**src/rtl/aes_pkg.sv**
```systemverilog
// Shared AES packer definitions: widths, FSM states
// and the PKCS#7 fill-byte helper.
package aes_pkg;

   localparam int AES_BLK_W  = 128;
   localparam int AES_WORD_W = 32;

   typedef enum logic [1:0] {
      ST_FILL,
      ST_OUT,
      ST_PADOUT
   } state_t;

   // Value of block byte idx when the message ends with n
   // valid bytes: data bytes read as 0, pad bytes as 16-n.
   function automatic logic [7:0] pkcs7_fill(
      input logic [3:0] idx,
      input logic [4:0] n
   );
      logic [4:0] pad;
      pad = 5'd16 - n;
      if ({1'b0, idx} < n)
         return 8'h00;
      return {3'b000, pad};
   endfunction

endpackage

```
**src/rtl/aes_block_packer.sv**
```systemverilog
// Packs 32-bit words into 128-bit AES blocks with
// optional PKCS#7 padding of the final block.
module aes_block_packer
   import aes_pkg::*;
#(
   parameter bit PAD_EN = 1'b1
) (
   input  logic                  clk,
   input  logic                  n_rst,
   input  logic                  s_valid,
   output logic                  s_ready,
   input  logic [AES_WORD_W-1:0] s_data,
   input  logic                  s_last,
   input  logic [2:0]            s_bytes,
   input  logic                  mode,
   output logic                  blk_valid,
   input  logic                  blk_ready,
   output logic [AES_BLK_W-1:0]  blk_data,
   output logic                  blk_mode,
   output logic                  blk_last,
   output logic                  err
);

   state_t               state;
   state_t               state_nxt;
   logic [1:0]           word_idx;
   logic                 pad_pend;
   logic                 rdy_en;

   logic                 acc;
   logic                 blk_done;
   logic                 bytes_bad;
   logic [2:0]           nb_eff;
   logic [4:0]           n;
   logic                 cur_mode;
   logic                 use_pad;
   logic                 full_pad;
   logic                 err_set;
   logic [AES_BLK_W-1:0] blk_nxt;
   logic [7:0]           pad_byte;

   assign s_ready   = (state == ST_FILL) && rdy_en;
   assign blk_valid = (state == ST_OUT) ||
                      (state == ST_PADOUT);
   assign acc       = s_valid && s_ready;

   // Decode the incoming word: byte count, fill length, errors.
   always_comb begin
      bytes_bad = s_last &&
                  ((s_bytes == 3'd0) || (s_bytes > 3'd4));
      nb_eff    = bytes_bad ? 3'd4 : s_bytes;
      n         = {1'b0, word_idx, 2'b00} +
                  {2'b00, nb_eff};
      cur_mode  = (word_idx == 2'd0) ? mode : blk_mode;
      use_pad   = cur_mode && PAD_EN;
      blk_done  = acc && (s_last || (word_idx == 2'd3));
      full_pad  = s_last && use_pad && (n == 5'd16);
      err_set   = acc && s_last &&
                  (bytes_bad || ((n < 5'd16) && !use_pad));
   end

   // Merge the word into its slot; on a final word fill the tail.
   always_comb begin
      blk_nxt  = blk_data;
      pad_byte = 8'h00;
      for (int i = 0; i < 16; i++) begin
         pad_byte = use_pad ? pkcs7_fill(i[3:0], n) : 8'h00;
         if (i[3:2] == word_idx) begin
            if (!s_last || ({1'b0, i[1:0]} < nb_eff))
               blk_nxt[127-8*i -: 8] = s_data[31-8*i[1:0] -: 8];
            else
               blk_nxt[127-8*i -: 8] = pad_byte;
         end else if ((i[3:2] > word_idx) && s_last) begin
            blk_nxt[127-8*i -: 8] = pad_byte;
         end
      end
   end

   // State register.
   always_ff @(posedge clk or negedge n_rst) begin
      if (!n_rst)
         state <= ST_FILL;
      else
         state <= state_nxt;
   end

   // Next-state logic.
   always_comb begin
      state_nxt = state;
      unique case (state)
         ST_FILL: begin
            if (blk_done)
               state_nxt = ST_OUT;
         end
         ST_OUT: begin
            if (blk_ready)
               state_nxt = pad_pend ? ST_PADOUT : ST_FILL;
         end
         ST_PADOUT: begin
            if (blk_ready)
               state_nxt = ST_FILL;
         end
         default: state_nxt = ST_FILL;
      endcase
   end

   // Block register, word counter, flags and sticky error.
   always_ff @(posedge clk or negedge n_rst) begin
      if (!n_rst) begin
         rdy_en   <= 1'b0;
         word_idx <= 2'd0;
         pad_pend <= 1'b0;
         blk_data <= '0;
         blk_mode <= 1'b0;
         blk_last <= 1'b0;
         err      <= 1'b0;
      end else begin
         rdy_en <= 1'b1;
         err    <= err | err_set;
         if (acc) begin
            blk_data <= blk_nxt;
            word_idx <= blk_done ? 2'd0 : word_idx + 2'd1;
            if (word_idx == 2'd0)
               blk_mode <= mode;
         end
         if (blk_done) begin
            blk_last <= s_last && !full_pad;
            pad_pend <= full_pad;
         end
         if ((state == ST_OUT) && blk_ready && pad_pend) begin
            blk_data <= {16{8'h10}};
            blk_last <= 1'b1;
            pad_pend <= 1'b0;
         end
      end
   end

endmodule
```
**config.mk**
```make
export PLATFORM = sky130hd
export DESIGN_NAME = aes_block_packer
export DESIGN_NICKNAME = d
export VERILOG_FILES = /design/src/rtl/aes_pkg.sv /design/src/rtl/aes_block_packer.sv
export SDC_FILE = /design/constraint.sdc
export NUM_CORES = 1
export LEC_CHECK = 0
export CORE_ASPECT_RATIO = 1.1
export CORE_UTILIZATION = 40
export DETAILED_ROUTE_END_ITERATION = 12
export PLACE_DENSITY = 0.72
export SYNTH_ARGS = -nofsm -noshare
export SYNTH_HDL_FRONTEND = slang
export SYNTH_SLANG_ARGS = --single-unit
```
**constraint.sdc**
```tcl
create_clock -name clk -period 6.58 [get_ports clk]
set_input_delay 1.316 -clock clk [delete_from_list [all_inputs] [get_ports clk]]
set_output_delay 1.316 -clock clk [all_outputs]
set_load 0.02 [all_outputs]
```
=== Yosys cells after proc, flatten, opt, wreduce, memory -nomap -nowiden ===
Index checks and enable logic that the tools add are counted.

* Logic and storage cells: 218
* Bits of input ports: 41
* Output and inout port bits: 133
* Bits in registers: 137

* Eq/ne operators: 10
* Magnitude comparators: 26
* Mux-type cells: 126
* $add $sub $neg: 3
* Reductions and logical operators: 41
* Bitwise gates (word level): 1

{| class="wikitable"
|+ Operators with widths
! kind !! count
|-
| 8-bit two-way mux || 96
|-
| 128-bit two-way mux || 2
|-
| 4-bit by 5-bit less-than comparator with 1-bit output, first input constant || 8
|-
| 1-bit two-way mux || 21
|-
| 3-bit by 5-bit less-than comparator with 1-bit output, first input constant || 4
|-
| 1-bit logical AND || 16
|-
| 3-bit nonzero test || 4
|-
| 1-bit by 5-bit less-than comparator with 1-bit output, first input constant || 2
|-
| 2-bit by 5-bit less-than comparator with 1-bit output, first input constant || 2
|-
| 2-bit two-way mux || 5
|-
| 1-bit logical OR || 8
|-
| 2-bit AND reduction || 4
|-
| 1-bit by 3-bit less-than comparator with 1-bit output, first input constant || 2
|-
| 2-bit by 3-bit less-than comparator with 1-bit output, first input constant || 2
|-
| 2-bit inequality test, second input constant || 3
|-
| 2-bit case mux with 3 select lines || 1
|-
| 4-bit by 3-bit adder with 5-bit output || 1
|-
| 5-bit == test, second input constant || 1
|-
| 5-bit less-than comparator, second input constant || 1
|-
| 5-bit subtractor, first input constant || 1
|-
| 2-bit == test, first input constant || 2
|-
| 2-bit == test, second input constant || 2
|-
| 1-bit by 2-bit greater-than comparator with 1-bit output, first input constant || 2
|-
| 2-bit greater-than comparator, first input constant || 2
|-
| other kinds (11) || 15
|}

=== Depth between registers and ports, before layout ===
* Word-level depth: 13
* Mapped depth: 12
* Mapped depth without buffers: 10

=== Least setup slack after synthesis ===
No wires, ideal clock.

* Path type: in2reg
* Start point: input port s_bytes[1]
* End point: register blk_data[36]
* Path buffers: 2
* Data arrival time: 3.646 ns
* Stages on the path: 11
* Path slack: 2.855 ns
* Required time: 6.501 ns
* Setup time: 0.079 ns
* Path through: buf_4 nor2_2 a21o_1 ha_1 inv_1 ha_1 nor3b_1 ha_1 clkbuf_1 or3_1 a2bb2oi_1

* Word-level cells in the longest chain between the ends: 13
* Elaborated cells between the ends (all ways): 18
* Those cells by class: 2 x add/sub; 3 x order compare; 9 x mux; 4 x reduce/logical

{| class="wikitable"
|+ RTL lines
! item !! line !! RTL
|-
| from (decl) || aes_block_packer.sv:14 || <nowiki>input logic [2:0] s_bytes,</nowiki>
|-
| 3-bit greater-than comparator / 3-bit zero test (equally long branches) || aes_block_packer.sv:50 || <nowiki>((s_bytes == 3'd0) || (s_bytes > 3'd4));</nowiki>
|-
| 1-bit logical OR || aes_block_packer.sv:50 ||
|-
| 1-bit logical AND || aes_block_packer.sv:49 || <nowiki>bytes_bad = s_last &&</nowiki>
|-
| 3-bit two-way mux (*) || aes_block_packer.sv:51 || <nowiki>nb_eff = bytes_bad ? 3'd4 : s_bytes;</nowiki>
|-
| 4-bit by 3-bit adder with 5-bit output || aes_block_packer.sv:52 || <nowiki>n = {1'b0, word_idx, 2'b00} +</nowiki>
|-
| 4-bit by 5-bit less-than comparator with 1-bit output || aes_pkg.sv:22 || <nowiki>if ({1'b0, idx} < n)</nowiki>
|-
| 1-bit two-way mux || aes_pkg.sv:22 ||
|-
| 8-bit two-way mux || aes_pkg.sv:24 || <nowiki>return {3'b000, pad};</nowiki>
|-
| 8-bit two-way mux || aes_block_packer.sv:67 || <nowiki>pad_byte = use_pad ? pkcs7_fill(i[3:0], n) : 8'h00;</nowiki>
|-
| 8-bit two-way mux, on equally long branches || aes_block_packer.sv:73, aes_block_packer.sv:69 ||
|-
| 8-bit two-way mux (*) || aes_block_packer.sv:68 || <nowiki>if (i[3:2] == word_idx) begin</nowiki>
|-
| 128-bit two-way mux (*) || aes_block_packer.sv:120 || <nowiki>if (acc) begin</nowiki>
|-
| 128-bit two-way mux (*) || aes_block_packer.sv:130 || <nowiki>if ((state == ST_OUT) && blk_ready && pad_pend) begin</nowiki>
|-
| to (signal assigned) || aes_block_packer.sv:121 || <nowiki>blk_data <= blk_nxt;</nowiki>
|-
| to (signal assigned) || aes_block_packer.sv:131 || <nowiki>blk_data <= {16{8'h10}};</nowiki>
|-
| to (decl) || aes_block_packer.sv:18 || <nowiki>output logic [AES_BLK_W-1:0] blk_data,</nowiki>
|}

Mark *: on every way between the ends. The rest lies on a longest branch, timed or not. The select of a mux whose other input is x is not followed.
A chain may end at the register's enable or synchronous reset.

=== Final worst setup path ===
* Start point: input port s_bytes[1]
* End point: register blk_data[52]

The elaborated chain is that of the path after synthesis.

==> results_tabular.tex <==
\begin{tabular}{lr}
\hline
Metric & Value \\
\hline
\multicolumn{2}{l}{\textbf{Synth}} \\
\quad Number of enable flip-flop cells after synthesis & 0 \\
\quad Library cell with the largest summed area after synthesis & sky130\_fd\_sc\_hd\_\_dfrtp\_1 \\
\quad Yosys warns & 0 \\
\quad Synthesized instance count & 653 \\
\quad Yosys top cell area share & 52.00\% \\
\quad Total standard cell area after synthesis & 6593 sq um \\
\quad Cell with the most instances after synthesis & sky130\_fd\_sc\_hd\_\_dfrtp\_1 \\
\quad Mapped Avg Cell Area & 10.10 sq um \\
\quad Async set-or-reset flop fraction in the synthesized netlist & 100.0\% \\
\quad Commonest cells in the synthesized netlist & sky130\_fd\_sc\_hd\_\_dfrtp\_1 (137), sky130\_fd\_sc\_hd\_\_o21ai\_0 (74), sky130\_fd\_sc\_hd\_\_nand2\_1 (71) \\
\quad Sequential-to-total area share from yosys stat & 52.00\% \\
\quad Predominant post-synthesis flop cell & sky130\_fd\_sc\_hd\_\_dfrtp\_1 \\
\quad Net count after synthesis & 709 \\
\quad Yosys cell types & 66 \\
\quad Register bit total from synthesis & 137 \\
\quad Top post-synthesis cells by area & sky130\_fd\_sc\_hd\_\_dfrtp\_1 (52\%), sky130\_fd\_sc\_hd\_\_o21ai\_0 (5.6\%), sky130\_fd\_sc\_hd\_\_nand2\_1 (4.0\%), sky130\_fd\_sc\_hd\_\_a32oi\_1 (3.7\%), sky130\_fd\_sc\_hd\_\_ha\_1 (2.8\%) \\
\multicolumn{2}{l}{\textbf{Timing}} \\
\quad Accumulated negative setup slack & 0 ps \\
\quad Hold Vio Cnt, Final & 0 \\
\quad Maximum frequency from static timing analysis & 225.3 MHz \\
\quad Minimum clock period after layout & 4438 ps \\
\quad Slew of the pin with the lowest slew margin & 1320 ps \\
\quad Total setup violations reported at the end of the flow & 0 \\
\quad Final Slew Violations & 0 \\
\quad Part of the cycle the worst path needs & 67.44\% \\
\quad Worst hold margin & 484.8 ps \\
\quad Final Skew & 13.14 ps \\
\quad Setup repair after global routing missed its margin & no \\
\quad Worst slew slack as a fraction of its limit & 9.755\% \\
\multicolumn{2}{l}{\textbf{Final layout}} \\
\quad Footprint of the multi-input gates & 2897 sq um \\
\quad Antenna fix cells & 0 \\
\quad Share of final-layout standard cells stronger than drive strength 1 & 6.943\% \\
\quad Final Non-Filler Cells & 1021 \\
\quad Area of all sequential standard cells & 3428 sq um \\
\quad Filler cell count & 1378 \\
\quad Synthesis-to-finish area growth & 37.39\% \\
\quad Fin nets & 865 \\
\multicolumn{2}{l}{\textbf{Setup path}} \\
\quad Data arrival, critical path & 4790 ps \\
\quad Buffers and inverters on the worst path & 2 \\
\quad Crit path capture type & register \\
\quad CP most frequent cell & sky130\_fd\_sc\_hd\_\_ha\_1 \\
\quad Type of the setup path with the least slack & input pin to register \\
\quad Highest fanout seen on the critical path & 12 \\
\quad Nature of the critical path startpoint & input pin \\
\quad CP top delay family & simple AND/OR/NAND/NOR gates \\
\quad Standard cell with the maximum stage delay on the critical path & sky130\_fd\_sc\_hd\_\_clkdlybuf4s50\_1 \\
\quad Data required time of the worst path & 6930 ps \\
\quad Largest incremental delay on the critical path & 640 ps \\
\quad Cell breakdown of the critical path & clkdlybuf4s50\_1, nor2\_2, a21o\_1, ha\_1, inv\_1, ha\_1, nor3b\_1, ha\_1, nor2\_1, o221ai\_1, a2bb2oi\_1 \\
\multicolumn{2}{l}{\textbf{Clock network}} \\
\quad Clock root buffer master & sky130\_fd\_sc\_hd\_\_clkbuf\_16 \\
\quad Worst-path clk slew & 60 ps \\
\quad Buffers inserted during post-CTS setup optimization & 0 \\
\quad Clk Latency, worst-skew pair & 420 ps \\
\quad Total clock sinks & 137 \\
\quad Resized Gates After CTS & 0 \\
\quad Hold Buf Count CTS & 0 \\
\quad Bufs on Longest Clock Path & 2 \\
\quad TritonCTS clock tree & yes \\
\quad Number of buffers created by CTS & 17 \\
\quad Max H-tree Level & 4 \\
\multicolumn{2}{l}{\textbf{GRT}} \\
\quad Initial antenna violation count & 0 \\
\quad Wire length of the first global-routing pass & 41.43 mm \\
\quad Pin count of the biggest net entering global routing & 73 \\
\quad Global-route congestion overflow total & 0 \\
\quad Overall global routing resource usage & 32.92\% \\
\quad Number of global-route vias before repair & 6633 \\
\multicolumn{2}{l}{\textbf{Detailed routing}} \\
\quad \# DRC & 0 \\
\quad First-pass DRT Iterations & 5 \\
\quad Number of vias in the routed layout & 6445 \\
\quad Average via count per standard cell & 6.312 \\
\quad Initial drt markers & 570 \\
\quad Final Routed Wirelength & 27.38 mm \\
\quad Post-DRT Antenna Nets & 0 \\
\quad Drt wl/cell & 26.81 um \\
\multicolumn{2}{l}{\textbf{Die}} \\
\quad Floorplan die height & 136.6 um \\
\quad Boundary Pins & 174 \\
\quad Area enclosed by the die boundary & 17000 sq um \\
\quad Initial standard-cell utilization of the core & 41.42\% \\
\quad Chip width & 124.4 um \\
\quad Core Box Area & 15920 sq um \\
\quad Standard-cell rows & 48 \\
\multicolumn{2}{l}{\textbf{Place}} \\
\quad GPL Wtd Cong & 0.9824 \\
\quad Buffers on Ports & 173 \\
\quad Placed instance count & 990 \\
\quad Placed wire-length estimate & 19.85 mm \\
\multicolumn{2}{l}{\textbf{Power}} \\
\quad Leak pwr & 3.770 nW \\
\quad Power density over the cells & 536.3 nW/um\^{}2 \\
\quad Total power after layout & 4.857 mW \\
\quad Peak supply drop & 0.2753 mV \\
\multicolumn{2}{l}{\textbf{Status}} \\
\quad Outcome & finished clean \\
\multicolumn{2}{l}{\textbf{Run}} \\
\quad Max-cap check violation count & 0 \\
\multicolumn{2}{l}{\textbf{Hold path}} \\
\quad Worst hold-check path type & register to register \\
\hline
\end{tabular}
[layout make-up]
class,instances,share of cell area [%]
multi-input cells,452,31.98
clock inverters,14,1.837
flip-flops and latches,137,37.85
well taps,200,2.763
repair buffers,187,20.29
inverters,14,0.5802
clock buffers,17,4.697
[through the flow]
step / util (%) / setup WS [ps] / cell area [sq um]
finish: 56.91 / 2142 / 9057
global route: 56.91 / 1939 / 9057
CTS: 56.91 / 2156 / 9057
detailed placement: 53.19 / 1737 / 8466
global placement: 53.19 / 1770 / 8466
floorplan: - / 2855 / 6593
[where the power goes]
group	switching [mW]	internal, mW	total (mW)
Clock	0.414	0.568	0.982
Combinational	1.43	1.01	2.43
Sequential	0.240	1.20	1.44
Total	2.08	2.78	4.86
[worst paths after layout]
check	from	slack, ps	cells past startpoint	end
max	s_bytes[1]	2140	11	blk_data[52]
max reg2reg	state[1]	3410	6	blk_data[107]
min	blk_data[70]	480	2	blk_data[70]
min in group asynchronous	n_rst	910	1	blk_data[3]
max in group asynchronous	n_rst	4360	2	blk_data[70]
min reg2reg	blk_data[70]	480	2	blk_data[70]
[sequential cells by signal, indices dropped and copies added, names as in the netlist]
| name | count |
|---|---|
| pad_pend | 1 |
| rdy_en | 1 |
| err | 1 |
| blk_data | 128 |
| state | 2 |
| blk_mode | 1 |
| word_idx | 2 |
| blk_last | 1 |
[routing by layer]
layer / GRT usage (%) / wire length, um / vias to the layer above / share of wire [%]
met5: 0 / 0 / - / 0
met1: 42.93 / 11260 / 3285 / 41
met4: 13.32 / 937 / 0 / 3.4
li1: - / - / 2776 / -
met2: 54.54 / 13280 / 325 / 48
met3: 5.786 / 1904 / 59 / 7.0
[cells by family after synthesis]
kind of cell,Yosys count,synth area share (%)
other cells,1,0.05688
fa+ha+maj,15,2.847
flops,137,52.00
buf+inv,64,4.118
mux,8,1.234
xor+xnor,3,0.5125
compound gates,259,26.99
simple gates,166,12.24
[worst reg2reg max path: stages (launching register included)]
cell and delay, ps:
sky130_fd_sc_hd__dfrtp_1 380, sky130_fd_sc_hd__inv_1 70, sky130_fd_sc_hd__ha_1 200, sky130_fd_sc_hd__nand3_1 770, sky130_fd_sc_hd__and3_1 920, sky130_fd_sc_hd__o21ai_0 450, sky130_fd_sc_hd__o21ai_0 280
[cells in the final DEF (no fill, tap or decap), drive strengths merged, types with 3 or more instances in the layout]
master	Yosys	final
clkbuf	31	17
o31a	5	5
clkinvlp	0	3
buf	19	15
o21ai	80	80
a2bb2oi	5	5
and3	6	6
nand3b	5	5
clkdlybuf4s50	0	172
a22oi	10	10
a32oi	28	28
nand4	7	7
a21boi	5	5
nor2b	3	3
clkinv	0	3
ha	15	15
nor2	19	19
nand3	21	21
inv	14	20
or3	8	8
o2bb2ai	13	13
a21o	3	3
dfrtp	137	137
nand2	71	71
o211ai	8	8
mux2i	7	7
o21a	3	3
a31oi	14	14
o31ai	13	13
a21oi	33	33
a22o	20	20
and2	5	5
nor3	10	10
No activity file was read; power rests on OpenSTA's default activity.
